## config.mk

```make
export PLATFORM = sky130hd
export DESIGN_NAME = seq_alu_engine
export DESIGN_NICKNAME = d
export VERILOG_FILES = /design/src/rtl/seq_alu_pkg.sv /design/src/rtl/seq_muldiv.sv /design/src/rtl/seq_alu_engine.sv
export SDC_FILE = /design/constraint.sdc
export NUM_CORES = 1
export LEC_CHECK = 0
export CAP_MARGIN = 20
export CORE_MARGIN = 1
export CORE_UTILIZATION = 52
export DETAILED_ROUTE_END_ITERATION = 8
export DONT_BUFFER_PORTS = 1
export GPL_ROUTABILITY_DRIVEN = 0
export PLACE_DENSITY = 0.71
export SLEW_MARGIN = 20
export SYNTH_ARGS = -nofsm -noshare
export SYNTH_HDL_FRONTEND = slang
export SYNTH_SLANG_ARGS = --single-unit
```

## constraint.sdc

```tcl
create_clock -name clk_i -period 5.1 [get_ports clk_i]
set_clock_uncertainty 0.1 [all_clocks]
set_input_delay 1.02 -clock clk_i [delete_from_list [all_inputs] [get_ports clk_i]]
set_output_delay 1.02 -clock clk_i [all_outputs]
set_load 0.01 [all_outputs]
```

## src/rtl/seq_alu_pkg.sv

```systemverilog
// Shared types for the sequential ALU engine: operation codes, FSM states
// and the operand byte-count helper.
package seq_alu_pkg;

    typedef enum logic [1:0] {
        OP_ADD  = 2'd0,
        OP_MUL  = 2'd1,
        OP_DIV  = 2'd2,
        OP_RSVD = 2'd3
    } op_e;

    typedef enum logic [1:0] {
        IDLE,
        COLLECT,
        EXEC,
        FINISH
    } state_e;

    function automatic int bytes_per_word(input int width);
        return width / 8;
    endfunction

endpackage

```

## src/rtl/seq_muldiv.sv

```systemverilog
// Iterative unsigned multiply / restoring divide sharing one shift register
// set and one adder; q is valid while done pulses, width_p iterations after start.
module seq_muldiv
    import seq_alu_pkg::*;
#(
    parameter int width_p = 32
) (
    input  logic               clk,
    input  logic               rst,
    input  logic               start,
    input  op_e                op,
    input  logic [width_p-1:0] a,
    input  logic [width_p-1:0] b,
    output logic               busy,
    output logic               done,
    output logic [width_p-1:0] q
);

    localparam int CW = $clog2(width_p + 1);

    // acc: product (MUL) or partial remainder (DIV)
    // sh:  multiplier shifting right (MUL) or dividend -> quotient (DIV)
    // m:   multiplicand shifting left (MUL) or divisor (DIV)
    logic [width_p-1:0] acc, sh, m;
    logic [CW-1:0]      cnt;
    logic               is_mul, done_r;
    logic [width_p:0]   add_a, add_b;
    logic               cin;
    logic [width_p+1:0] sum;

    always_comb begin
        add_a = {1'b0, acc};
        add_b = {1'b0, (sh[0] ? m : {width_p{1'b0}})};
        cin   = 1'b0;
        if (!is_mul) begin
            // trial subtract: carry out set means shifted remainder >= divisor
            add_a = {acc, sh[width_p-1]};
            add_b = ~{1'b0, m};
            cin   = 1'b1;
        end
        sum = {1'b0, add_a} + {1'b0, add_b} + {{(width_p+1){1'b0}}, cin};
    end

    always_ff @(posedge clk) begin
        if (rst) begin
            acc    <= '0;
            sh     <= '0;
            m      <= '0;
            cnt    <= '0;
            is_mul <= 1'b0;
            done_r <= 1'b0;
        end else begin
            done_r <= 1'b0;
            if (start && !busy) begin
                is_mul <= (op == OP_MUL);
                acc    <= '0;
                sh     <= (op == OP_MUL) ? b : a;
                m      <= (op == OP_MUL) ? a : b;
                cnt    <= CW'(width_p);
            end else if (busy) begin
                cnt <= cnt - CW'(1);
                if (cnt == CW'(1)) done_r <= 1'b1;
                if (is_mul) begin
                    acc <= sum[width_p-1:0];
                    sh  <= sh >> 1;
                    m   <= m << 1;
                end else begin
                    acc <= sum[width_p+1] ? sum[width_p-1:0] : add_a[width_p-1:0];
                    sh  <= {sh[width_p-2:0], sum[width_p+1]};
                end
            end
        end
    end

    assign busy = (cnt != '0);
    assign done = done_r;
    assign q    = is_mul ? acc : sh;

endmodule

```

## src/rtl/seq_alu_engine.sv

```systemverilog
// Collects little-endian operands from a byte stream and left-folds them with
// ADD, MUL or DIV; reports the final accumulator and a sticky error flag.
module seq_alu_engine
    import seq_alu_pkg::*;
#(
    parameter int width_p     = 32,
    parameter int len_width_p = 16
) (
    input  logic                   clk_i,
    input  logic                   rst_i,
    input  logic                   start_i,
    input  logic [1:0]             op_i,
    input  logic [len_width_p-1:0] len_i,
    input  logic [7:0]             data_i,
    input  logic                   valid_i,
    output logic                   ready_o,
    output logic                   done_o,
    output logic [width_p-1:0]     result_o,
    output logic                   error_o
);

    localparam int BPW = bytes_per_word(width_p);
    localparam int BIW = (BPW > 1) ? $clog2(BPW) : 1;

    state_e                 state_q, state_d;
    op_e                    op_q, op_d;
    logic [width_p-1:0]     acc_q, acc_d, word_q, word_d, res_q, res_d, word_n;
    logic [len_width_p-1:0] cnt_q, cnt_d;
    logic [BIW-1:0]         bidx_q, bidx_d;
    logic                   first_q, first_d, err_q, err_d, cerr_q, cerr_d;
    logic                   bad_cmd, last_byte, exec_done;
    logic                   md_start, md_busy, md_done;
    logic [width_p-1:0]     md_q;

    assign bad_cmd   = (len_i == '0) || ((len_i % len_width_p'(BPW)) != '0) || (op_i == 2'd3);
    assign last_byte = (bidx_q == BIW'(BPW - 1));

    always_comb begin
        word_n = word_q;
        for (int k = 0; k < BPW; k++)
            if (bidx_q == BIW'(k)) word_n[8*k +: 8] = data_i;
    end

    always_comb begin
        state_d   = state_q;
        op_d      = op_q;
        acc_d     = acc_q;
        word_d    = word_q;
        res_d     = res_q;
        cnt_d     = cnt_q;
        bidx_d    = bidx_q;
        first_d   = first_q;
        err_d     = err_q;
        cerr_d    = cerr_q;
        md_start  = 1'b0;
        exec_done = 1'b0;
        case (state_q)
            IDLE: if (start_i) begin
                op_d    = op_e'(op_i);
                cnt_d   = len_i;
                acc_d   = '0;
                bidx_d  = '0;
                first_d = 1'b1;
                err_d   = 1'b0;
                cerr_d  = 1'b0;
                state_d = COLLECT;
                // rejected commands pass through one empty EXEC cycle so done
                // lands two cycles after start
                if (bad_cmd) begin
                    err_d   = 1'b1;
                    cerr_d  = 1'b1;
                    cnt_d   = '0;
                    state_d = EXEC;
                end
            end
            COLLECT: if (valid_i) begin
                word_d = word_n;
                cnt_d  = cnt_q - len_width_p'(1);
                bidx_d = bidx_q + BIW'(1);
                if (last_byte) begin
                    bidx_d = '0;
                    if (first_q) begin
                        acc_d   = word_n;
                        first_d = 1'b0;
                        if (cnt_q == len_width_p'(1)) state_d = FINISH;
                    end else begin
                        state_d  = EXEC;
                        md_start = !md_busy && (op_q != OP_ADD) &&
                                   !(op_q == OP_DIV && word_n == '0);
                    end
                end
            end
            EXEC: begin
                if (cerr_q) begin
                    exec_done = 1'b1;
                end else if (op_q == OP_ADD) begin
                    acc_d     = acc_q + word_q;
                    exec_done = 1'b1;
                end else if (op_q == OP_DIV && word_q == '0) begin
                    acc_d     = '1;
                    err_d     = 1'b1;
                    exec_done = 1'b1;
                end else if (md_done) begin
                    acc_d     = md_q;
                    exec_done = 1'b1;
                end
                if (exec_done) state_d = (cnt_q == '0) ? FINISH : COLLECT;
            end
            FINISH: state_d = IDLE;
            default: state_d = IDLE;
        endcase
        // result register loads on entry so it is valid alongside done_o
        if (state_d == FINISH && state_q != FINISH) res_d = acc_d;
    end

    always_ff @(posedge clk_i) begin
        if (rst_i) begin
            state_q <= IDLE;
            op_q    <= OP_ADD;
            acc_q   <= '0;
            word_q  <= '0;
            res_q   <= '0;
            cnt_q   <= '0;
            bidx_q  <= '0;
            first_q <= 1'b0;
            err_q   <= 1'b0;
            cerr_q  <= 1'b0;
        end else begin
            state_q <= state_d;
            op_q    <= op_d;
            acc_q   <= acc_d;
            word_q  <= word_d;
            res_q   <= res_d;
            cnt_q   <= cnt_d;
            bidx_q  <= bidx_d;
            first_q <= first_d;
            err_q   <= err_d;
            cerr_q  <= cerr_d;
        end
    end

    seq_muldiv #(.width_p(width_p)) u_muldiv (
        .clk   (clk_i),
        .rst   (rst_i),
        .start (md_start),
        .op    (op_q),
        .a     (acc_q),
        .b     (word_n),
        .busy  (md_busy),
        .done  (md_done),
        .q     (md_q)
    );

    assign ready_o  = (state_q == COLLECT);
    assign done_o   = (state_q == FINISH);
    assign result_o = res_q;
    assign error_o  = err_q;

endmodule

```

==> results.py <==
metrics = {
    "sta": {
        "setup_violations": 0,
        "worstMarginPinSlew_ps": 1050,
        "maxSlewViolCount": 0,
        "setup_ws_ps": 644,
        "fin_crit_sh_pct": 87.4,
        "setup_tns_ps": 0,
        "period_needed_ps": 4460,
        "hold_viol_final": 0,
        "max_freq_ghz": 0.224,
        "rsz0062_at_grt": "no",
        "relSlewSlack_pct": 29.6,
    },
    "cts": {
        "cts_setup_buffers": 0,
        "max-clock-path-buffers": 3,
        "clkTransAtPathRegs_ps": 70,
        "cts_buffers": 26,
        "cts.sinks": 225,
        "htreeDepth": 1,
        "ctsRootBufferMaster": "clkbuf_16",
        "cts_tree": "built",
        "cts_resized": 0,
        "ctsHoldBuffers": 0,
        "clock_latency_ps": 550,
    },
    "worst_setup_path": {
        "start_kind": "flop",
        "path_max_fanout": 22,
        "ff2ff_path_depth": 14,
        "arrival_ps": 4800,
        "end_kind": "flop",
        "required_ps": 5440,
        "worst-setup-path-type": "flop to flop",
    },
    "placed_design": {
        "dp_cells": 2477,
        "dp_slack_ps": 687,
        "post-dp-hpwl_microns": 37500,
        "port_buffers": 0,
    },
    "grt": {
        "met3_usage_pct": 5.40,
        "grt.total_usage_pct": 33.1,
        "grt_max_degree": 176,
        "busiest_layer": "met2",
        "antenna_found_initial": 1,
        "grtUsageMet1_pct": 46.3,
        "grt_pass1_vias": 14882,
        "grt_pass1_wl_microns": 82300,
        "grt_overflow": 0,
        "grtUsageMet2_pct": 50.3,
    },
    "drt": {
        "drc": 0,
        "ant_nets": 0,
        "drt_pass1_iterations": 5,
        "drt-initial-drc-count": 1829,
        "vias": 16631,
        "viasPerCell": 6.59,
        "totalWireLength_microns": 52900,
        "wire_per_inst_microns": 21.0,
    },
    "synth": {
        "yosys-top-cells-area": "dfxtp_1, a21oi_1, nor2_1, a211oi_1, nand2_1",
        "netlist_top_cells_count": "nor2_1, nand2_1, a21oi_1, dfxtp_1, o21ai_0",
        "yosysWarnings": 0,
        "syn-num-nets": 2322,
        "synth_cell_types": 85,
        "synth_top_area_share_pct": 28.2,
        "ys_ff_latch": 225,
        "synth-async-reset-ratio_pct": 0,
        "ys_seq_area_share_pct": 28.2,
        "synth_most_common_cell": "nor2_1",
        "synth_area_leader_cell": "dfxtp_1",
        "synth_edf_count": 0,
        "ys.flop_type": "dfxtp_1",
        "postSynthCellCount": 2217,
        "synth_area_sq_mm": 0.0160,
        "avgSynthCellArea_sq_um": 7.21,
    },
    "final_layout": {
        "postLayoutCoreUtil_pct": 56.9,
        "antennaDiodeCount": 0,
        "post_route_cells_drive_above_1_share_pct": 5.95,
        "num-nets-final": 2220,
        "area_growth_syn_to_layout_pct": 6.65,
        "final_cell_count_no_fill": 2525,
    },
    "power": {
        "cellLeakagePower_nw": 6.21,
        "power_density_mw_per_mm2": 466,
        "power_mw": 7.95,
        "ir_worst_vdd_uv": 276,
    },
    "hold_path": {
        "min_path_cells": 2,
        "hp-class": "flop to flop",
    },
    "floorplanning": {
        "dieArea_sq_mm": 0.0314,
        "ios": 65,
        "die_x_microns": 177,
        "initial_core_util_pct": 53.4,
        "die_y_microns": 177,
        "core_sq_mm": 0.0300,
        "rows": 63,
    },
    "status": {
        "status": "completed",
    },
    "job": {
        "max_cap_violations": 0,
    },
}
-- critical path, cell delays in order, from the launching register on --
cell and delay, ps:
dfxtp_4 360, and2_1 370, buf_4 330, nand2_1 90, o21ai_0 80, ha_1 330
a21oi_1 160, o21bai_1 90, a221o_1 390, o21bai_4 220, o2111ai_4 260, a31o_2 330
nand2_1 600, o211a_1 460, a32o_1 200
-- routing by layer --
metal	vias to the layer above	wire, microns
met5	-	13
met2	885	22700
li1	7916	-
met3	154	5670
met4	2	2160
met1	7674	22400
-- layout by cell type (no fill, tap or decap), types with 10 or more instances in the layout --
master and n:
nor2_1 290, o21a_1 11, a211oi_1 134, nand3_1 64, xnor2_1 27, and2_1 11
o211ai_1 19, or3_1 13, a311oi_1 11, inv_1 63, o31ai_1 11, a21boi_0 11
a221oi_1 16, nor3_1 39, a21oi_1 243, a21o_1 44, dfxtp_1 224, ha_1 72
clkbuf_16 28, o21ai_0 162, nand2_1 262, xor2_1 20, o22ai_1 12, nand4_1 11
nand2b_1 11, and3_1 10, buf_4 32, a31oi_1 58, nor4_1 17, mux2i_1 41
-- cells by family after synthesis --
family | count (synthesis) | synth area share [%]
xor gates and xnor gates | 47 | 2.58
and+or+nand+nor | 768 | 20.9
adders and majority gates | 75 | 6.01
AOI/OAI and AO/OA | 825 | 33.5
DFF | 225 | 28.2
muxes | 50 | 3.20
buffers and inverters | 227 | 5.67
-- registers in the layout (all words and copies together) (netlist names), 2 cells and up --
signal        count
op_q              2
u_muldiv.cnt      6
word_q           32
u_muldiv.m       32
acc_q            32
u_muldiv.sh      32
u_muldiv.acc     32
result_o         32
bidx_q            2
cnt_q            16
state_q           2
-- power by group --
part | switching, mW | total, mW | leakage, nW | internal [mW]
combinational | 2.28 | 3.60 | 3.93 | 1.32
sequential | 0.250 | 2.25 | 1.83 | 2.00
clock | 0.810 | 2.09 | 0.454 | 1.28
total | 3.34 | 7.95 | 6.21 | 4.61
-- stage by stage --
stage / hold WS (ps) / cell area [sq um]
floorplan: 350 / 16000
global placement: 375 / 16100
detailed placement: 381 / 16100
CTS: 390 / 17000
global route: 417 / 17000
finish: 393 / 17000
-- worst paths after layout --
path                                 startpoint                            end  slack (ps)
setup reg to reg   u_muldiv.is_mul$_SDFFE_PP0P_  u_muldiv.acc[31]$_SDFFE_PP0N_         640
hold reg to reg   u_muldiv.acc[19]$_SDFFE_PP0N_  u_muldiv.acc[19]$_SDFFE_PP0N_         390
hold / removal    u_muldiv.acc[19]$_SDFFE_PP0N_  u_muldiv.acc[19]$_SDFFE_PP0N_         390
setup / recovery   u_muldiv.is_mul$_SDFFE_PP0P_  u_muldiv.acc[31]$_SDFFE_PP0N_         640
-- area by class of cell --
class / instances / area (sq um)
multi-input combinational: 1765 / 10600
inverter: 64 / 240
fill: 2821 / 12900
timing repair buffer: 33 / 260
clock buffer: 33 / 739
sequential: 225 / 4510
clock inverter: 15 / 216
tap: 390 / 488
(Power assumes the default switching activity.)
